### config.mk
export PLATFORM = sky130hd
export DESIGN_NAME = irq_arbiter
export DESIGN_NICKNAME = d
export VERILOG_FILES = /design/src/rtl/holy_irq_pkg.sv /design/src/rtl/irq_gateway.sv /design/src/rtl/irq_arbiter.sv
export SDC_FILE = /design/constraint.sdc
export NUM_CORES = 1
export LEC_CHECK = 0
export BUFFER_PORTS_ARGS = -buffer_cell sky130_fd_sc_hd__buf_2
export CORE_MARGIN = 2
export CORE_UTILIZATION = 57
export DETAILED_ROUTE_END_ITERATION = 7
export PLACE_DENSITY_LB_ADDON = 0.15
export REMOVE_ABC_BUFFERS = 1
export SYNTH_ARGS = -nofsm -noshare
export SYNTH_HDL_FRONTEND = slang
export SYNTH_HIERARCHICAL = 1
export SYNTH_SLANG_ARGS = --single-unit
### constraint.sdc
create_clock -name clk -period 10.05 [get_ports clk]
set_input_delay 2.01 -clock clk [delete_from_list [all_inputs] [get_ports clk]]
set_output_delay 2.01 -clock clk [all_outputs]
set_load 0.05 [all_outputs]
### src/rtl/holy_irq_pkg.sv
// Shared definitions for the interrupt arbiter: register offsets and the
// per-source gateway state encoding.
package holy_irq_pkg;

    localparam logic [7:0] IRQ_PRIO_BASE = 8'h00;
    localparam logic [7:0] IRQ_ENABLE    = 8'h40;
    localparam logic [7:0] IRQ_PENDING   = 8'h44;
    localparam logic [7:0] IRQ_THRESHOLD = 8'h48;
    localparam logic [7:0] IRQ_CLAIM     = 8'h4C;

    typedef enum logic [1:0] {
        GW_IDLE     = 2'd0,
        GW_PENDING  = 2'd1,
        GW_INFLIGHT = 2'd2
    } gw_state_t;

endpackage

### src/rtl/irq_gateway.sv
// Per-source interrupt gateway. Latches a level request, holds it until the
// handler claims it, and re-arms only after the matching completion. The
// source line is ignored while a request is pending or being serviced.
module irq_gateway
    import holy_irq_pkg::*;
(
    input  logic clk,
    input  logic rst,
    input  logic src,
    input  logic claim_hit,
    input  logic complete_hit,
    output logic pending,
    output logic inflight
);

    gw_state_t state_q;
    gw_state_t state_d;

    // Next-state logic for the IDLE -> PENDING -> INFLIGHT -> IDLE cycle.
    always_comb begin
        state_d = state_q;
        case (state_q)
            GW_IDLE: begin
                if (src) begin
                    state_d = GW_PENDING;
                end else begin
                    state_d = GW_IDLE;
                end
            end
            GW_PENDING: begin
                if (claim_hit) begin
                    state_d = GW_INFLIGHT;
                end else begin
                    state_d = GW_PENDING;
                end
            end
            GW_INFLIGHT: begin
                if (complete_hit) begin
                    state_d = GW_IDLE;
                end else begin
                    state_d = GW_INFLIGHT;
                end
            end
            default: state_d = GW_IDLE;
        endcase
    end

    // Gateway state register with synchronous reset.
    always_ff @(posedge clk) begin
        if (rst) begin
            state_q <= GW_IDLE;
        end else begin
            state_q <= state_d;
        end
    end

    assign pending  = (state_q == GW_PENDING);
    assign inflight = (state_q == GW_INFLIGHT);

endmodule

### src/rtl/irq_arbiter.sv
// Platform interrupt arbiter: NUM_SRC gateways feed a priority/threshold
// arbiter whose registered winner drives the core's ext_itr. The handler
// claims the winner and completes it through a small register port.
module irq_arbiter
    import holy_irq_pkg::*;
#(
    parameter int NUM_SRC = 8,
    parameter int PRIO_W  = 3
) (
    input  logic               clk,
    input  logic               rst,
    input  logic [NUM_SRC-1:0] src_irq,
    input  logic               reg_req,
    input  logic               reg_we,
    input  logic [7:0]         reg_addr,
    input  logic [31:0]        reg_wdata,
    output logic [31:0]        reg_rdata,
    output logic               reg_ack,
    output logic               ext_itr
);

    localparam int ID_W = 5;

    logic [NUM_SRC-1:0][PRIO_W-1:0] prio_q, prio_d;
    logic [NUM_SRC-1:0]             enable_q, enable_d;
    logic [PRIO_W-1:0]              threshold_q, threshold_d;
    logic [ID_W-1:0]                best_id_q, best_id_d;
    logic                           ext_itr_q, ext_itr_d;
    logic                           reg_ack_q, reg_ack_d;
    logic [31:0]                    reg_rdata_q, reg_rdata_d;

    logic [NUM_SRC-1:0] pending_s;
    logic [NUM_SRC-1:0] inflight_s;
    logic [NUM_SRC-1:0] claim_hit_s;
    logic [NUM_SRC-1:0] complete_hit_s;
    logic [NUM_SRC-1:0] prio_sel_s;
    logic [PRIO_W-1:0]  prio_rd_s;
    logic [PRIO_W-1:0]  best_prio_s;
    logic [7:0]         word_addr_s;
    logic               rd_s;
    logic               wr_s;
    logic               unused_s;

    assign word_addr_s = {reg_addr[7:2], 2'b00};
    assign rd_s        = reg_req & ~reg_we;
    assign wr_s        = reg_req & reg_we;
    assign unused_s    = ^{reg_addr[1:0], reg_wdata};

    // Decode PRIO word selects and the matching read value; only the first
    // sixteen words belong to the PRIO window.
    always_comb begin
        prio_sel_s = '0;
        prio_rd_s  = '0;
        for (int i = 0; i < NUM_SRC; i++) begin
            prio_sel_s[i] = (i < 16) && (word_addr_s == (IRQ_PRIO_BASE + 8'(4 * i)));
            prio_rd_s     = prio_rd_s | ({PRIO_W{prio_sel_s[i]}} & prio_q[i]);
        end
    end

    // Claim hits only if the registered winner is still pending, which makes
    // a back-to-back claim on a stale best_id_q return 0 with no effect.
    always_comb begin
        claim_hit_s    = '0;
        complete_hit_s = '0;
        for (int i = 0; i < NUM_SRC; i++) begin
            claim_hit_s[i]    = rd_s && (word_addr_s == IRQ_CLAIM) &&
                                (best_id_q == ID_W'(i + 1)) && pending_s[i];
            complete_hit_s[i] = wr_s && (word_addr_s == IRQ_CLAIM) &&
                                (reg_wdata[ID_W-1:0] == ID_W'(i + 1)) && inflight_s[i];
        end
    end

    for (genvar g = 0; g < NUM_SRC; g++) begin : g_gw
        irq_gateway u_gw (
            .clk          (clk),
            .rst          (rst),
            .src          (src_irq[g]),
            .claim_hit    (claim_hit_s[g]),
            .complete_hit (complete_hit_s[g]),
            .pending      (pending_s[g]),
            .inflight     (inflight_s[g])
        );
    end

    // Arbiter: highest priority above threshold wins; strict compare keeps
    // the lowest ID on ties.
    always_comb begin
        best_id_d   = '0;
        best_prio_s = '0;
        for (int i = 0; i < NUM_SRC; i++) begin
            if (pending_s[i] && enable_q[i] && (prio_q[i] > threshold_q) &&
                (prio_q[i] > best_prio_s)) begin
                best_prio_s = prio_q[i];
                best_id_d   = ID_W'(i + 1);
            end else begin
                best_prio_s = best_prio_s;
            end
        end
        ext_itr_d = (best_id_d != '0);
    end

    // Configuration register writes take effect at the request edge.
    always_comb begin
        prio_d      = prio_q;
        enable_d    = enable_q;
        threshold_d = threshold_q;
        if (wr_s) begin
            for (int i = 0; i < NUM_SRC; i++) begin
                if (prio_sel_s[i]) begin
                    prio_d[i] = reg_wdata[PRIO_W-1:0];
                end else begin
                    prio_d[i] = prio_q[i];
                end
            end
            if (word_addr_s == IRQ_ENABLE) begin
                enable_d = reg_wdata[NUM_SRC-1:0];
            end else begin
                enable_d = enable_q;
            end
            if (word_addr_s == IRQ_THRESHOLD) begin
                threshold_d = reg_wdata[PRIO_W-1:0];
            end else begin
                threshold_d = threshold_q;
            end
        end else begin
            prio_d      = prio_q;
            enable_d    = enable_q;
            threshold_d = threshold_q;
        end
    end

    // Read data mux; returns 0 for writes, idle cycles and unmapped offsets.
    always_comb begin
        reg_ack_d   = reg_req;
        reg_rdata_d = '0;
        if (rd_s) begin
            case (word_addr_s)
                IRQ_ENABLE:    reg_rdata_d = 32'(enable_q);
                IRQ_PENDING:   reg_rdata_d = 32'(pending_s);
                IRQ_THRESHOLD: reg_rdata_d = 32'(threshold_q);
                IRQ_CLAIM:     reg_rdata_d = (|claim_hit_s) ? 32'(best_id_q) : 32'd0;
                default:       reg_rdata_d = 32'(prio_rd_s);
            endcase
        end else begin
            reg_rdata_d = '0;
        end
    end

    // State and output registers with synchronous reset.
    always_ff @(posedge clk) begin
        if (rst) begin
            prio_q      <= '0;
            enable_q    <= '0;
            threshold_q <= '0;
            best_id_q   <= '0;
            ext_itr_q   <= 1'b0;
            reg_ack_q   <= 1'b0;
            reg_rdata_q <= 32'd0;
        end else begin
            prio_q      <= prio_d;
            enable_q    <= enable_d;
            threshold_q <= threshold_d;
            best_id_q   <= best_id_d;
            ext_itr_q   <= ext_itr_d;
            reg_ack_q   <= reg_ack_d;
            reg_rdata_q <= reg_rdata_d;
        end
    end

    assign ext_itr   = ext_itr_q;
    assign reg_ack   = reg_ack_q;
    assign reg_rdata = reg_rdata_q;

endmodule

==> impl_results.md, run 1 <==
* Power density cells at 105 nW/µm²
* Syn_area_per_cell at 8.64 µm²
* Via/cell ratio at 6.08
* Slew @ Worst Pin at 0.915 ns
* Yosys top cell area share at 0.281
* Cell area after layout at 5170 µm²
* Die X-Extent at 94.1 µm
* Largest net degree at the start of global routing at 65
* Crit path required time at 10.31 ns
* Mapped Area at 4630 µm²
* Final WL at about 12 mm
* First-pass GRT wire length at about 20 mm
* Critical path fanouts, max at 7
* Max-Slew Margin vs Limit at 0.386
* TNS Setup at 0 ns
* Port bufs at 35
* Final RePlAce weighted congestion at 0.977
* Fillers at approximately 680
* Final Skew at 0.0149 ns
* Antenna-violating nets left at 0
* Clock Latency Late Sink at roughly 0.35 ns
* Core box area at roughly 7800 µm²
* Max_cap viols at 0
* Initial antenna violation count at 0
* Netlist cell types at 65
* Total gr overflow at 0
* Ys flop type: dfxtp_1
* # DRC at 1
* Number of diodes at 0
* Number of H-tree levels at 3
* Largest stage delay, worst path at 0.52 ns
* Clock-pin slew of the registers on the worst-case setup and hold paths at around 0.070 ns
* Die area at 8860 µm²
* Seq/Total Area, Yosys at 0.281
* Leakage at 2.26 nW
* Maximum clock frequency at 106 MHz
* Most common cell in the netlist: dfxtp_1
* TritonCTS clock tree: built
* Initial Utilization at 0.593
* Worst vdd rail ir drop at 77.3 µV
* Slowest cell on crit path: or4b_1
* FFs w/ async S/R, synth at 0
* Final Hold Vio Count at 0
* Area delta synth->final at 11.7%
* Final Critical Period at 9.47 ns
* DR WL/cell at 17.6 µm
* Hold WC Path Type: reg -> reg
* Worst hold slack at 0.467 ns
* Placed Cells at 666
* Area of the multi-input gates at 3170 µm²
* Drt pass-1 iters at 8
* Area contributors post-synth: dfxtp_1 (28%), ha_1 (11%), mux2i_1 (8.4%), nor2_1 (5.2%), buf_4 (3.9%)
* Vias in the first global route at ~3.9k
* Setup Crit Path Kind: reg -> reg
* Worst path most repeated cell: ha_1
* Synth top cells by count: dfxtp_1 (65), nor2_1 (64), ha_1 (41), mux2i_1 (39), inv_1 (29)
* Crit start category: register
* Gate Count Post-Synth at 536
* Total CTS buffers at 9
* Number of synthesis warnings at 6
* DR vias at approximately 4.2k
* Io pins at 86
* DIE HEIGHT at 94.1 µm
* Rows at 32
* Maximum clock insertion buffer count at 2
* Max-slew violations at 0
* Final HPWL DP at 8.87 mm
* Number of flops mapped to enable cells by yosys at 0
* Tcrit/Tclk final at 0.942
* CP endpoint kind: register
* Initial DRC Count at 457
* Final net count at a little under 700
* Count of state elements after synthesis at 65
* CTS sink cnt at between 60 and 70
* Status: finished, violations left
* Total Power at 0.544 mW
* Final setup viols at 0
* Arr. time, crit path at ~9.7 ns
* Register area at approximately 1300 µm²
* Cell taking the most area after synthesis: dfxtp_1
* Final cell count without fillers at about 690
* Layout cell share with drive strength beyond 1 at 0.186
* Failing checks: design-rule violations
* GRT Resource Usage Total at 0.287
* Root buf cell: clkbuf_8
* DP Area at 4840 µm²
==> cell type report <==
type,instances,area share
clock buffers,11,0.0254
clock inverters,5,0.0109
repair buffers,48,0.0527
multi-input cells,429,0.613
inverters,29,0.0211
well taps,102,0.0247
flip-flops and latches,65,0.252
==> worst paths after layout <==
path / endpoint / startpoint / cells after the start / slack (ns)
worst min-delay path: g_gw[1].u_gw/state_q[0]$_SDFF_PP0_ / g_gw[1].u_gw/state_q[1]$_SDFF_PP0_ / 1 / 0.47
worst max register to register: best_id_q[1]$_SDFF_PP0_ / threshold_q[2]$_SDFFE_PP0P_ / 47 / 0.58
worst min register to register: g_gw[1].u_gw/state_q[0]$_SDFF_PP0_ / g_gw[1].u_gw/state_q[1]$_SDFF_PP0_ / 1 / 0.47
worst max-delay path: best_id_q[1]$_SDFF_PP0_ / threshold_q[2]$_SDFFE_PP0P_ / 47 / 0.58
==> layout by cell type (no fill, tap or decap), types with 18 or more instances in the layout <==
cell and instances:
dfxtp_1 63, nor2_1 62, mux2i_1 39, ha_1 38
buf_2 35, inv_1 29, nand2_1 25, conb_1 24
nand3_1 22, nand2b_1 18
==> flip-flops by register name, summed over array words and instances, names as in the netlist <==
name               flops
best_id_q              4
enable_q               8
ext_itr                1
g_gw.u_gw/state_q     16
prio_q                24
reg_ack                1
reg_rdata              8
threshold_q            3
==> cell families after synthesis <==
family | count (synthesis) | synth area share
simple gates | 218 | 0.256
compound gates | 99 | 0.165
buf+inv | 65 | 0.0721
flops | 65 | 0.281
mux | 47 | 0.115
fa+ha+maj | 41 | 0.111
other cells | 1 | 0.000810
==> worst max-delay path, delay by kind of cell, from the launching register on <==
family	cells	cell delay, ns
compound gates	15	2.66
fa+ha+maj	8	2.30
buf+inv	3	0.27
flops	1	0.36
mux	3	1.00
simple gates	18	2.81
==> where the power goes <==
part	internal [mW]	total, mW	leakage, nW	switching, mW
Clock	0.114	0.219	0.0933	0.104
Sequential	0.261	0.264	0.527	0.00281
Combinational	0.0148	0.0612	1.64	0.0464
Total	0.390	0.544	2.26	0.154
==> timing repair <==
action,in CTS,in global routing
setup endpoints to repair,0,5
buffers inserted,0,7
hold buffers,0,0
resized for setup,0,20
==> per-stage QoR <==
step                worst slack (ns)   util
floorplan                       1.26      -
global placement               0.428  0.620
detailed placement             0.252  0.620
CTS                            0.151  0.644
global route                 -0.0323  0.662
finish                         0.580  0.662
==> layer usage <==
| layer | vias to the layer above | GRT usage | routed length (µm) |
|---|---|---|---|
| li1 | 2014 | - | - |
| met1 | 1942 | 0.391 | 5340 |
| met2 | 197 | 0.456 | 5470 |
| met3 | 34 | 0.0441 | 902 |
| met4 | 0 | 0.115 | 438 |
| met5 | - | 0 | 0 |
Note: power is estimated with default switching activity, not from simulation.
==> run 2: changes to the inputs <==
--- a/config.mk
+++ b/config.mk
@@ -9,7 +9,7 @@
 export CORE_MARGIN = 2
 export CORE_UTILIZATION = 57
 export DETAILED_ROUTE_END_ITERATION = 7
-export PLACE_DENSITY_LB_ADDON = 0.15
+export PLACE_DENSITY_LB_ADDON = 0.05
 export REMOVE_ABC_BUFFERS = 1
 export SYNTH_ARGS = -nofsm -noshare
 export SYNTH_HDL_FRONTEND = slang
==> run 2 against run 1 <==
  * The run now ends clean
  * Utilization fell by 0.18 points
  * Combinational power barely moved
  * Sequential cell count did not move
  * Global-route usage rose by 1.6 points
  * Clock skew fell by 0.0083 ns
  * Design area fell by 0.27%
  * Clock power rose by 27%
  * Power rose by 11%
  * Non-clock buffer count fell by 5
  * Die area did not move
  * Register-to-register slack got worse by 0.04 ns
  * Critical endpoint is now ext_itr$_SDFF_PP0_
  * Largest cell class unchanged
==> impl_results.md, run 2 (synthesis gave the netlist of run 1 again) <==
* Status: completed
* Layout cell share with drive strength beyond 1 at 0.172 (-0.0139)
* Setup Crit Path Kind: reg -> reg
* # hold bufs at CTS at 0 (unchanged)
* GRT Resource Usage Total at 0.303 (+0.0157)
* Final HPWL DP at 8.96 mm (+0.99%)
* Largest net degree at the start of global routing at 65 (unchanged)
* Slowest cell on crit path: or4b_1
* Final Skew at 0.00666 ns (-0.00825 ns)
* First-pass GRT wire length at 20.8 mm (+5.4%)
* Power density cells at 117 nW/µm² (+11%)
* Root buf cell: clkbuf_8
* DIE HEIGHT at 94.1 µm (unchanged)
* Io pins at 86 (unchanged)
* Clock-pin slew of the registers on the worst-case setup and hold paths at 0.08 ns (about the same)
* Die X-Extent at 94.1 µm (unchanged)
* Port bufs at 35 (unchanged)
* Cell area after layout at 5160 µm² (-0.27%)
* Crit start category: register
* Clock Latency Late Sink at 0.35 ns (about the same)
* DR vias at 4199 (+0.29%)
* Max_cap viols at 0 (unchanged)
* Largest stage delay, worst path at 0.52 ns (about the same)
* Max-slew violations at 0 (unchanged)
* Top Registers: prio_q x24, g_gw.u_gw/state_q x16
* Antenna-violating nets left at 0 (unchanged)
* Most frequent cells in the layout: dfxtp_1 (65), nor2_1 (62), ha_1 (40), mux2i_1 (39), buf_2 (35)
* Worst hold slack at 0.459 ns (-0.00756 ns)
* Initial Utilization at 0.593 (unchanged)
* Tcrit/Tclk final at 0.946 (+0.00423)
* TNS Setup at 0 ns (unchanged)
* Die area at 8860 µm² (unchanged)
* Arr. time, crit path at 9.76 ns (+0.03 ns)
* Core box area at 7810 µm² (unchanged)
* CTS sink cnt at 65 (unchanged)
* Crit path required time at 10.30 ns (about the same)
* Rows at 32 (unchanged)
* Hold WC Path Type: reg -> reg
* Max FFs per register at 24 (unchanged)
* Max-Slew Margin vs Limit at 0.333 (-0.0537)
* Final Critical Period at 9.51 ns (+0.0425 ns)
* Number of diodes at 0 (unchanged)
* Util after Layout at 0.661 (-0.00176)
* Critical path fanouts, max at 9 (+2)
* Final WL at 12.6 mm (+3.6%)
* Worst vdd rail ir drop at 96.9 µV (+25%)
* TritonCTS clock tree: built
* Initial antenna violation count at 0 (unchanged)
* DR WL/cell at 18.4 µm (+4.3%)
* Area delta synth->final at 11.4%
* Number of H-tree levels at 3 (unchanged)
* Final net count at 670 (-0.74%)
* Maximum clock insertion buffer count at 2 (unchanged)
* Vias in the first global route at 4197 (+6.5%)
* Slew @ Worst Pin at 0.992 ns (+0.0765 ns)
* CP endpoint kind: register
* DP Area at 4840 µm² (unchanged)
* Leakage at 2.26 nW (about the same)
* Final setup viols at 0 (unchanged)
* Final RePlAce weighted congestion at 0.908 (-7.1%)
* Final Hold Vio Count at 0 (unchanged)
* Drt pass-1 iters at 5 (-3)
* Initial DRC Count at 398 (-13%)
* Total gr overflow at 0 (unchanged)
* Commonest non-fill, non-tap cell in the layout: dfxtp_1
* Worst path most repeated cell: ha_1
* Total CTS buffers at 9 (unchanged)
* Maximum clock frequency at 105 MHz (-0.45%)
* # DRC at 0 (-1)
* Via/cell ratio at 6.14 (+1.0%)
* Top reg by flops: prio_q
==> run 2: final cells by class <==
class,instances,area (µm²)
multi-input combinational,429,3140
fill,686,2650
clock buffer,10,128
clock inverter,6,115
timing repair buffer,43,235
tap,102,128
inverter,29,109
sequential,65,1300
==> run 2: report_power, final <==
group | internal, mW | switching [mW]
clock network | 0.166 | 0.112
logic | 0.0147 | 0.0468
registers | 0.261 | 0.00281
total | 0.442 | 0.162
==> run 2: layer usage <==
metal / wire [µm] / track usage
met1: 5420 / 0.405
met2: 5690 / 0.479
met3: 992 / 0.0465
met4: 478 / 0.144
met5: 0 / 0
==> run 2: what timing repair did <==
item / 4_1_cts / 5_1_grt
setup endpoints to repair: 0 / 5
setup buffers: 0 / 2
resized for setup: 0 / 14
==> run 2: metrics by stage <==
step | power, mW | setup WS (ns) | std cells
2_1_floorplan | 0.308 | 1.26 | 523
3_3_place_gp | 0.328 | 0.392 | 666
3_5_place_dp | 0.330 | 0.219 | 666
4_1_cts | 0.605 | 0.107 | 682
5_1_grt | 0.621 | -0.0451 | 684
6_report | 0.603 | 0.538 | 684
==> run 2: worst max-delay path: cells and delay by family (launching register included) <==
kind                     cells  cell delay (ns)
AND/OR/NAND/NOR             21             3.22
buffers and inverters        2             0.25
multiplexers                 3             1.01
flip-flops                   1             0.38
adder cells (fa/ha/maj)      8             2.40
AO/OA/AOI/OAI               12             2.14
==> run 2: path summary, 6_finish.rpt <==
path / start / endpoint / slack (ns) / cells after the start
worst max register to register: threshold_q[2]$_SDFFE_PP0P_ / ext_itr$_SDFF_PP0_ / 0.54 / 46
worst min register to register: g_gw[2].u_gw/state_q[1]$_SDFF_PP0_ / g_gw[2].u_gw/state_q[0]$_SDFF_PP0_ / 0.46 / 1
worst max-delay path: threshold_q[2]$_SDFFE_PP0P_ / ext_itr$_SDFF_PP0_ / 0.54 / 46
worst min-delay path: g_gw[2].u_gw/state_q[1]$_SDFF_PP0_ / g_gw[2].u_gw/state_q[0]$_SDFF_PP0_ / 0.46 / 1
